File: config.mk
export PLATFORM = sky130hd
export DESIGN_NAME = frv_wb_arb
export DESIGN_NICKNAME = d
export VERILOG_FILES = /design/src/rtl/frv_wb_arb_pkg.sv /design/src/rtl/frv_wb_wdog.sv /design/src/rtl/frv_wb_arb.sv
export SDC_FILE = /design/constraint.sdc
export NUM_CORES = 1
export LEC_CHECK = 0
export ABC_AREA = 1
export CORE_AREA = 2 2 109 111
export CTS_BUF_LIST = sky130_fd_sc_hd__clkbuf_4
export DETAILED_ROUTE_END_ITERATION = 12
export DIE_AREA = 0 0 111 113
export PLACE_DENSITY = 0.62
export SLEW_MARGIN = 15
export SYNTH_ARGS = -nofsm -noshare
export SYNTH_HDL_FRONTEND = slang
export SYNTH_SLANG_ARGS = --single-unit
File: constraint.sdc
create_clock -name clk_i -period 4.3 [get_ports clk_i]
set_clock_uncertainty 0.15 [all_clocks]
set_input_delay 0.43 -clock clk_i [delete_from_list [all_inputs] [get_ports clk_i]]
set_output_delay 0.43 -clock clk_i [all_outputs]
set_load 0.005 [all_outputs]
File: src/rtl/frv_wb_arb_pkg.sv
// Shared types and helpers for the FazyRV two-master Wishbone arbiter.
// Grant selection lives here so the arbitration rule is stated once.
package frv_wb_arb_pkg;

  typedef enum logic [1:0] {
    IDLE  = 2'd0,
    GNT_I = 2'd1,
    GNT_D = 2'd2
  } arb_state_t;

  localparam logic [3:0] IMEM_BE = 4'hF;

  // Contention goes to the master not served last; a lone requester always wins.
  function automatic arb_state_t pick_grant(input logic req_i, input logic req_d,
                                            input logic last_dmem);
    arb_state_t g;
    if (req_i && req_d) begin
      g = last_dmem ? GNT_I : GNT_D;
    end else if (req_d) begin
      g = GNT_D;
    end else if (req_i) begin
      g = GNT_I;
    end else begin
      g = IDLE;
    end
    return g;
  endfunction

endpackage

File: src/rtl/frv_wb_wdog.sv
// Per-transfer watchdog: counts grant cycles without ack and flags the last allowed one.
// A TIMEOUT of 0 disables expiry entirely.
module frv_wb_wdog #(
  parameter int unsigned TIMEOUT = 64
) (
  input  logic clk_i,
  input  logic rst_in,
  input  logic clr,
  input  logic en,
  output logic expire
);

  localparam int unsigned CW = (TIMEOUT > 0) ? $clog2(TIMEOUT + 1) : 1;
  localparam logic [CW-1:0] LIMIT = CW'(TIMEOUT);
  localparam logic [CW-1:0] LAST  = CW'((TIMEOUT > 0) ? (TIMEOUT - 1) : 0);
  localparam logic          ARMED = (TIMEOUT > 0) ? 1'b1 : 1'b0;

  logic [CW-1:0] cnt_r;

  // Saturating grant-cycle counter, held at zero outside a grant.
  always_ff @(posedge clk_i or negedge rst_in) begin
    if (!rst_in) begin
      cnt_r <= '0;
    end else if (clr) begin
      cnt_r <= '0;
    end else if (en && (cnt_r != LIMIT)) begin
      cnt_r <= cnt_r + CW'(1);
    end else begin
      cnt_r <= cnt_r;
    end
  end

  // Expiry is combinational so the arbiter can terminate in the same cycle.
  always_comb begin
    expire = ARMED & en & (cnt_r == LAST);
  end

endmodule

File: src/rtl/frv_wb_arb.sv
// Two-master (imem/dmem) to one-slave Wishbone classic arbiter below the FazyRV core.
// Alternating priority on contention; a watchdog terminates transfers the slave never acks.
module frv_wb_arb
  import frv_wb_arb_pkg::*;
#(
  parameter int unsigned TIMEOUT  = 64,
  parameter logic [31:0] ERR_DATA = 32'h0000_0013
) (
  input  logic        clk_i,
  input  logic        rst_in,
  input  logic        wb_imem_cyc_i,
  input  logic        wb_imem_stb_i,
  input  logic [31:0] wb_imem_adr_i,
  output logic [31:0] wb_imem_dat_o,
  output logic        wb_imem_ack_o,
  input  logic        wb_dmem_cyc_i,
  input  logic        wb_dmem_stb_i,
  input  logic        wb_dmem_we_i,
  input  logic [3:0]  wb_dmem_be_i,
  input  logic [31:0] wb_dmem_adr_i,
  input  logic [31:0] wb_dmem_dat_i,
  output logic [31:0] wb_dmem_dat_o,
  output logic        wb_dmem_ack_o,
  output logic        wb_mem_cyc_o,
  output logic        wb_mem_stb_o,
  output logic        wb_mem_we_o,
  output logic [3:0]  wb_mem_be_o,
  output logic [31:0] wb_mem_adr_o,
  output logic [31:0] wb_mem_dat_o,
  input  logic [31:0] wb_mem_dat_i,
  input  logic        wb_mem_ack_i,
  output logic        timeout_o
);

  arb_state_t state_r, state_s;
  logic       last_dmem_r, last_dmem_s;
  logic       req_i_s, req_d_s;
  logic       gnt_i_s, gnt_d_s;
  logic       live_s, ack_s, expire_s, to_s;

  // Request decode and grant qualification; a master dropping cyc kills its grant at once.
  always_comb begin
    req_i_s = wb_imem_cyc_i & wb_imem_stb_i;
    req_d_s = wb_dmem_cyc_i & wb_dmem_stb_i;
    gnt_i_s = (state_r == GNT_I);
    gnt_d_s = (state_r == GNT_D);
    if (gnt_i_s) begin
      live_s = wb_imem_cyc_i;
    end else if (gnt_d_s) begin
      live_s = wb_dmem_cyc_i;
    end else begin
      live_s = 1'b0;
    end
    ack_s = live_s & wb_mem_ack_i;
    // A genuine ack in the expiry cycle takes precedence over the timeout.
    to_s  = live_s & expire_s & ~wb_mem_ack_i;
  end

  frv_wb_wdog #(
    .TIMEOUT (TIMEOUT)
  ) u_wdog (
    .clk_i  (clk_i),
    .rst_in (rst_in),
    .clr    (state_r == IDLE),
    .en     (live_s),
    .expire (expire_s)
  );

  // State and fairness registers.
  always_ff @(posedge clk_i or negedge rst_in) begin
    if (!rst_in) begin
      state_r     <= IDLE;
      last_dmem_r <= 1'b0;
    end else begin
      state_r     <= state_s;
      last_dmem_r <= last_dmem_s;
    end
  end

  // Next-state logic; every exit from a grant passes through IDLE, forcing a bus idle cycle.
  always_comb begin
    state_s     = state_r;
    last_dmem_s = last_dmem_r;
    case (state_r)
      IDLE: begin
        state_s = pick_grant(req_i_s, req_d_s, last_dmem_r);
      end
      GNT_I: begin
        if (!wb_imem_cyc_i) begin
          state_s = IDLE;
        end else if (ack_s || to_s) begin
          state_s     = IDLE;
          last_dmem_s = 1'b0;
        end else begin
          state_s = GNT_I;
        end
      end
      GNT_D: begin
        if (!wb_dmem_cyc_i) begin
          state_s = IDLE;
        end else if (ack_s || to_s) begin
          state_s     = IDLE;
          last_dmem_s = 1'b1;
        end else begin
          state_s = GNT_D;
        end
      end
      default: begin
        state_s = IDLE;
      end
    endcase
  end

  // Shared-bus and return-path muxes; everything reads zero while no live grant exists.
  always_comb begin
    wb_mem_cyc_o  = 1'b0;
    wb_mem_stb_o  = 1'b0;
    wb_mem_we_o   = 1'b0;
    wb_mem_be_o   = 4'h0;
    wb_mem_adr_o  = 32'h0000_0000;
    wb_mem_dat_o  = 32'h0000_0000;
    wb_imem_dat_o = 32'h0000_0000;
    wb_imem_ack_o = 1'b0;
    wb_dmem_dat_o = 32'h0000_0000;
    wb_dmem_ack_o = 1'b0;
    timeout_o     = to_s;
    if (live_s) begin
      wb_mem_cyc_o  = ~to_s;
      wb_mem_stb_o  = ~to_s;
      wb_imem_dat_o = wb_mem_dat_i;
      wb_dmem_dat_o = wb_mem_dat_i;
      if (gnt_d_s) begin
        wb_mem_we_o   = wb_dmem_we_i;
        wb_mem_be_o   = wb_dmem_be_i;
        wb_mem_adr_o  = wb_dmem_adr_i;
        wb_mem_dat_o  = wb_dmem_dat_i;
        wb_dmem_ack_o = ack_s | to_s;
        wb_dmem_dat_o = to_s ? ERR_DATA : wb_mem_dat_i;
      end else begin
        wb_mem_be_o   = IMEM_BE;
        wb_mem_adr_o  = wb_imem_adr_i;
        wb_imem_ack_o = ack_s | to_s;
        wb_imem_dat_o = to_s ? ERR_DATA : wb_mem_dat_i;
      end
    end else begin
      timeout_o = 1'b0;
    end
  end

endmodule

==> results of run 1 <==
[placed cells by master, fill, tap and decap left out, drive strengths merged]
cell and count:
clkdlybuf4s50 277, nor2 111, nand2 60, inv 55, a22o 32, dfrtp 10, nand3 10, o21ai 8
a21oi 6, buf 5, nand4 4, clkbuf 3, xor2 2, ha 2, clkinv 1, xnor2 1
[worst max-delay path: cells and delay by family]
family	cells	cell delay, ps
AND/OR/NAND/NOR	4	930
buffers and inverters	3	1400
[path summary, 6_finish.rpt]
| kind | start | end | slack [ps] | depth (start not counted) |
|---|---|---|---|---|
| max in group asynchronous | rst_in | last_dmem_r | 3340 | 1 |
| max reg2reg | state_r[0] | state_r[1] | 2310 | 6 |
| min | rst_in | u_wdog.cnt_r[0] | 340 | 1 |
| min reg2reg | last_dmem_r | last_dmem_r | 360 | 2 |
| max | wb_dmem_cyc_i | wb_imem_dat_o[5] | 930 | 7 |
| min in group clk_i | last_dmem_r | last_dmem_r | 360 | 2 |
[registers in the layout (all words and copies together), names as in the netlist]
name	cells
u_wdog.cnt_r	7
state_r	2
last_dmem_r	1
[cells in the mapped netlist (all sizes together)]
library cell	count	area [sq um]
a21oi	6	30.0
xnor2	1	8.76
clkbuf	6	22.5
dfrtp	10	250
nand3	10	60.1
nand2	60	228
nand4	4	37.5
a22o	32	280
buf	13	95.1
o21ai	8	40.0
inv	55	206
ha	2	25.0
clkinv	1	3.75
xor2	2	17.5
nor2	111	427
[logic make-up after synthesis]
group                      count (synthesis)
and+or+nand+nor                          185
buffers and inverters                     75
AOI/OAI and AO/OA                         46
DFF                                       10
xor gates and xnor gates                   3
adders and majority gates                  2
[metal layers]
metal / share of wire, % / GRT usage [%] / wire, um
met5: 0 / 0 / 0
met2: 55 / 32.8 / 6150
met1: 39 / 18.7 / 4340
met3: 5.2 / 2.20 / 581
met4: 1.2 / 2.67 / 133
[layout make-up]
class / count / area [sq um] / share of cell area (%)
clock buffers: 3 / 22.5 / 0.487
repair buffers: 282 / 2810 / 60.8
flip-flops and latches: 10 / 250 / 5.41
well taps: 143 / 179 / 3.87
inverters: 56 / 210 / 4.54
multi-input cells: 236 / 1150 / 24.9
[power groups by stage]
| stage | sequential (mW) | combinational (mW) | clock, mW |
|---|---|---|---|
| 2_1_floorplan | 0.115 | 0.217 | 0 |
| 3_3_place_gp | 0.117 | 0.655 | 0 |
| 3_5_place_dp | 0.117 | 0.659 | 0 |
| 4_1_cts | 0.116 | 0.662 | 0.0626 |
| 5_1_grt | 0.116 | 0.710 | 0.0679 |
| 6_report | 0.116 | 0.656 | 0.0604 |
==> flow_summary.ini, run 1 <==
[sta]
slew_headroom_pct = 38.0
fin_ws_ps = 928
setup_viol = 0
report.final.slew_viol_count = 0
tightest_slew_ps = 928
finalCritPeriodShare_pct = 78.4
fmax_mhz = 297
setup_tns_ps = 0
rsz0062_at_grt = no
hold_slack_ps = 341
finalHoldViolCount = 0
min_period_ps = 3370

[layout]
diodes = 0
layout.nets = 731
drive_gt1_share_pct = 3.24
syn_to_final_growth_pct = 167
fin_cells = 730
fill_cells = 1183
utilization_pct = 41.0
postLayoutCellArea_sq_um = 4630

[yosys]
ys_seq_area_share_pct = 14.5
synth_area_sq_um = 1730
yosys_warnings = 0
synth_xor_area_share_pct = 1.52
syn_nets = 463
synth_compound_area_share_pct = 20.2
synth.distinct_cells = 25
synth_simple_gate_area_share_pct = 43.4
synth_seq_cells = 10
avgSynthCellArea_sq_um = 5.39
synth_mux_area_share_pct = 0
syn_inst = 321
synth_fa_ha_area_share_pct = 1.45
synth_top_family_by_area = simple AND/OR/NAND/NOR gates

[floorplan]
dieArea_sq_um = 12500
ios = 278
die_x_um = 111
dieHeight_um = 113
rows = 39
initial_core_util_pct = 15.4
core_area_sq_um = 11300

[clocking]
clock_latency_ps = 260
cts_tree = yes
path_clk_slew_ps = 60
postCtsSetupBuffers = 0
holdBufCountCts = 0
numCtsBuffers = 3
cts_buffer_depth = 2
h-tree-depth = 1
numClockSinks = 10
cts_root_buf = clkbuf_4
post_cts_resized = 0

[route]
ant_nets = 0
wire_per_inst_um = 15.4
vias = 3063
viasPerCell = 4.20
first_iter_violations = 157
wl_um = 11200
drt-pass1-iter-count = 4
drc_errors = 0

[power_and_ir_drop]
swShare_pct = 35.8
power.internal_uw = 535
leakage_nw = 2.02
combinationalPowerShare_pct = 78.8
power.share.clock_pct = 7.3
p_per_area_nw_per_um2 = 180
ir_worst_vdd_uv = 121
seqPwrFrac_pct = 13.9
p_switching_uw = 298
finalPower_uw = 833

[worst_setup_path]
worstPathRequired_ps = 3720
criticalPathCategory = in -> out
cp.arrival_ps = 2790
cp-end-kind = primary output
cpPeakStageDelay_ps = 490
startpoint_type = primary input
crit_top_cell = clkdlybuf4s50_1
crit_path_max_fanout = 29
cp_cell_sequence = clkdlybuf4s50_1 > nand3_2 > nand2_2 > nand4_2 > inv_2 > nor2_1 > clkdlybuf4s50_1
cp_slowest_cell = clkdlybuf4s50_1

[grt]
grt_pass1_vias = 2875
grt_max_degree = 30
grt.overflow.total = 0
grt_use_total_pct = 16.4
grt_pass1_wl_um = 16400
antenna_found_initial = 0

[flow_run]
cap_violations = 0

[min_path]
hp-class = in -> async

[placed_design]
port_buffers = 277
dp_hpwl_um = 9630
gp_congestion = 0.927
dpl_cell_area_sq_um = 4600
dp_cells = 727
dp_slack_ps = 900

[run_status]
status = finished clean
Power figures use the tool's default switching activity.
==> run 2, diff against run 1 <==
--- a/config.mk
+++ b/config.mk
@@ -10,7 +10,7 @@
 export CTS_BUF_LIST = sky130_fd_sc_hd__clkbuf_4
 export DETAILED_ROUTE_END_ITERATION = 12
 export DIE_AREA = 0 0 111 113
-export PLACE_DENSITY = 0.62
+export PLACE_DENSITY = 0.65
 export SLEW_MARGIN = 15
 export SYNTH_ARGS = -nofsm -noshare
 export SYNTH_HDL_FRONTEND = slang
==> constraint.sdc (replaced) <==
create_clock -name clk_i -period 3.05 [get_ports clk_i]
set_clock_uncertainty 0.15 [all_clocks]
set_input_delay 0.305 -clock clk_i [delete_from_list [all_inputs] [get_ports clk_i]]
set_output_delay 0.305 -clock clk_i [all_outputs]
set_load 0.005 [all_outputs]
==> run 2 against run 1 <==
Cell count decreased by 0.14%. First-iteration DRC count is 7.6% lower. Non-clock buffer count fell by 1. Largest cell class unchanged. Via count fell by 0.91%. Sequential share of layout area about the same. Sequential cell count did not move. Clock-buffer cell count stayed put. Register-to-register slack lost 1200 ps. Core utilization fell by 0.067 points. Setup slack worse by 770 ps. Power up 40%. Critical path depth did not move.
==> flow_summary.ini, run 2 (synthesized netlist as in run 1, its figures left out) <==
[layout]
diodes = 0
layout.nets = 730
regMostFlops = u_wdog.cnt_r
mostFrequentLayoutCell = clkdlybuf4s50_1
drive_gt1_share_pct = 3.07
largest_reg_flops = 7
final_cell_mix = clkdlybuf4s50_1 (277), nor2_1 (109), nand2_1 (59)
postLayoutCellArea_sq_um = 4620
fill_cells = 1141
largest_registers = u_wdog.cnt_r (7), state_r (2), last_dmem_r (1)
syn_to_final_growth_pct = 167

[clocking]
postCtsSetupBuffers = 0
cts_root_buf = clkbuf_4
holdBufCountCts = 0
clock_latency_ps = 260
numCtsBuffers = 3
cts_tree = yes
post_cts_resized = 0
numClockSinks = 10
h-tree-depth = 1
cts_buffer_depth = 2
path_clk_slew_ps = 70

[power_and_ir_drop]
ir_worst_vdd_uv = 171
leakage_nw = 2.02
p_per_area_nw_per_um2 = 253

[floorplan]
initial_core_util_pct = 15.4
ios = 278
rows = 39
dieArea_sq_um = 12500
dieHeight_um = 113
die_x_um = 111
core_area_sq_um = 11300

[grt]
grt_pass1_wl_um = 15200
grt_max_degree = 34
grt_pass1_vias = 2837
grt.overflow.total = 0
grt_use_total_pct = 14.8
antenna_found_initial = 0

[sta]
fmax_mhz = 346
setup_viol = 0
finalCritPeriodShare_pct = 94.8
finalHoldViolCount = 0
setup_tns_ps = 0
report.final.slew_viol_count = 0
min_period_ps = 2890
rsz0062_at_grt = no
slew_headroom_pct = 52.5
tightest_slew_ps = 706

[worst_setup_path]
worstPathRequired_ps = 2590
crit_path_max_fanout = 29
cp-end-kind = primary output
criticalPathCategory = reg -> out
cp.arrival_ps = 2440
reg2reg_slack_ps = 1110
startpoint_type = register

[placed_design]
dp_hpwl_um = 8790
gp_congestion = 0.981
dpl_cell_area_sq_um = 4600
port_buffers = 277

[flow_run]
cap_violations = 0

[route]
drc_errors = 0
wl_um = 10400
ant_nets = 0
wire_per_inst_um = 14.2
vias = 3035
first_iter_violations = 145
drt-pass1-iter-count = 5
viasPerCell = 4.16

[run_status]
status = finished clean

[min_path]
hp-class = in -> async
[run 2: worst paths after layout]
kind | cells after the start | from | end
max in group asynchronous | 1 | rst_in | state_r[0]
min | 1 | rst_in | u_wdog.cnt_r[0]
min reg2reg | 2 | last_dmem_r | last_dmem_r
max reg2reg | 5 | u_wdog.cnt_r[0] | last_dmem_r
min in group clk_i | 2 | last_dmem_r | last_dmem_r
max | 7 | u_wdog.cnt_r[0] | wb_dmem_dat_o[15]
[run 2: worst max-delay path, stage by stage, from the launching register on]
cell and delay, ps:
dfrtp_1 400, ha_1 290, nand3_2 150, nor2_4 180, nand4_2 150, inv_2 420
nor2_1 110, clkdlybuf4s50_1 470
[run 2: metal layers]
| metal | global-route usage [%] | vias up | routed length [um] |
|---|---|---|---|
| met5 | 0 | - | 0 |
| met4 | 3.25 | 0 | 193 |
| met3 | 2.36 | 22 | 609 |
| met2 | 28.6 | 142 | 5490 |
| met1 | 17.1 | 1348 | 4070 |
| li1 | - | 1523 | - |
[run 2: metrics by stage]
step	instances	setup WS (ps)	hold slack, ps	power, mW	utilization (%)
floorplan	321	1240	-141	0.468	-
global placement	726	373	343	1.08	40.8
detailed placement	726	346	361	1.09	40.8
CTS	729	159	222	1.18	41.0
global route	729	24.2	245	1.25	41.0
finish	729	158	211	1.17	41.0
[run 2: where the power goes]
group / internal, mW / total (mW) / leakage (nW) / switching (mW)
sequential: 0.148 / 0.163 / 0.137 / 0.0145
combinational: 0.558 / 0.917 / 1.87 / 0.360
clock: 0.0454 / 0.0884 / 0.0138 / 0.0430
[run 2: final cells by class]
class | count | area [sq um] | area share, %
clock buffers | 3 | 22.5 | 0.488
inverters | 56 | 210 | 4.55
multi-input cells | 236 | 1150 | 25.0
flip-flops and latches | 10 | 250 | 5.42
well taps | 143 | 179 | 3.87
repair buffers | 281 | 2800 | 60.7
==> run 3, diff against run 2 <==
--- a/config.mk
+++ b/config.mk
@@ -10,7 +10,9 @@
 export CTS_BUF_LIST = sky130_fd_sc_hd__clkbuf_4
 export DETAILED_ROUTE_END_ITERATION = 12
 export DIE_AREA = 0 0 111 113
-export PLACE_DENSITY = 0.65
+export DONT_BUFFER_PORTS = 1
+export PLACE_DENSITY = 0.32
+export REMOVE_ABC_BUFFERS = 1
 export SLEW_MARGIN = 15
 export SYNTH_ARGS = -nofsm -noshare
 export SYNTH_HDL_FRONTEND = slang
==> run 3 against run 2 <==
Clock-buffer cell count unchanged. Cell count fell by 38%. Worst hold slack got worse by 120 ps. Design area fell by 60%. Register-to-register slack lost 90 ps. Power is 44% lower. Core utilization is 25 points lower.
==> flow_summary.ini, run 3 (synthesized netlist as in run 1, its figures left out) <==
[run_status]
status = finished clean

[floorplan]
dieArea_sq_um = 12500
initial_core_util_pct = 15.4
dieHeight_um = 113
core_area_sq_um = 11300
die_x_um = 111
ios = 278
rows = 39

[layout]
layout.nets = 453
regMostFlops = u_wdog.cnt_r
largest_registers = u_wdog.cnt_r (7), state_r (2), last_dmem_r (1)
syn_to_final_growth_pct = 6.94
drive_gt1_share_pct = 5.48
fin_cells = 453
final_cell_mix = nor2_1 (109), nand2_1 (59), inv_1 (51)
mostFrequentLayoutCell = nor2_1
largest_reg_flops = 7
diodes = 0

[clocking]
numCtsBuffers = 3
numClockSinks = 10
cts_buffer_depth = 2
path_clk_slew_ps = 70
h-tree-depth = 1
post_cts_resized = 0
postCtsSetupBuffers = 0
cts_root_buf = clkbuf_4
cts_tree = yes
clock_latency_ps = 270
holdBufCountCts = 1

[worst_setup_path]
criticalPathCategory = reg -> out
worstPathRequired_ps = 2590
cpPeakStageDelay_ps = 740
crit_buf_inv = 3
crit_top_cell = inv_1
crit_path_max_fanout = 34
crit_start = state_r[0]
cp.arrival_ps = 2170
critPathTopFamily = buffers and inverters
cp-end-kind = primary output
startpoint_type = register
cp_slowest_cell = inv_1
rr_startpoint = state_r[0]
cp_cell_sequence = inv_1 > nand3_2 > buf_4 > inv_1 > a22o_1

[power_and_ir_drop]
p_per_area_nw_per_um2 = 352
ir_worst_vdd_uv = 200
leakage_nw = 0.996

[grt]
grt_use_total_pct = 12.5
antenna_found_initial = 0
grt_pass1_wl_um = 12100
grt.overflow.total = 0
grt_pass1_vias = 1815
grt_max_degree = 35

[route]
drt-pass1-iter-count = 6
drc_errors = 0
first_iter_violations = 154
vias = 2094
wl_um = 9000
wire_per_inst_um = 19.9
viasPerCell = 4.62
ant_nets = 0

[flow_run]
cap_violations = 0

[sta]
finalCritPeriodShare_pct = 86.2
setup_viol = 0
tightest_slew_ps = 967
fmax_mhz = 380
slew_headroom_pct = 35.4
min_period_ps = 2630
rsz0062_at_grt = no
finalHoldViolCount = 0
setup_tns_ps = 0
report.final.slew_viol_count = 0

[min_path]
hp-class = in -> reg
min_from = wb_imem_cyc_i

[placed_design]
port_buffers = 0
gp_congestion = 0.938
dp_cells = 448
dp_hpwl_um = 7810
==> run 3: cell types whose count changed in the layout (fill, tap and decap cells not counted) <==
cell             change
buf_4                -1
clkdlybuf4s50_1    -277
clkinv_1             +1
dlygate4sd3_1        +1
==> run 3: through the flow <==
step           hold slack, ps  cell area (sq um)  total power, mW  setup WS [ps]  util [%]
3_5_place_dp             -140               1820            0.558            703      16.1
4_1_cts                  90.4               1850            0.665            389      16.4
2_1_floorplan            -141               1610            0.452            625         -
6_report                 93.1               1850            0.652            421      16.4
5_1_grt                   112               1850            0.715            224      16.4
3_3_place_gp             -140               1820            0.557            766      16.1
==> run 3: cell type report <==
class                           count  area (sq um)
Fill cell                        1295          9420
Multi-Input combinational cell    236          1150
Timing Repair Buffer                4          32.5
Inverter                           56           210
Clock inverter                      1          3.75
Tap cell                          143           179
Sequential cell                    10           250
Clock buffer                        3          22.5
==> run 3: path summary, 6_finish.rpt <==
path	cells after the start	endpoint	slack [ps]
max	5	wb_mem_adr_o[21]	420
min	2	state_r[0]	90
max reg2reg	6	state_r[1]	1020
min reg2reg	2	last_dmem_r	370
max in group asynchronous	1	u_wdog.cnt_r[5]	2160
min in group asynchronous	1	u_wdog.cnt_r[2]	270
==> run 3: where the power goes <==
part	switching (mW)	total, mW	internal [mW]
sequential	0.0142	0.162	0.148
combinational	0.284	0.394	0.110
clock	0.0485	0.0958	0.0474
==> run 3: routing by layer <==
metal / vias to the layer above / share of wire [%] / track usage, %
met5: - / 0 / 0
met4: 0 / 1.2 / 1.50
met3: 12 / 10 / 4.98
met2: 146 / 50 / 22.0
met1: 965 / 38 / 14.9
li1: 971 / - / -
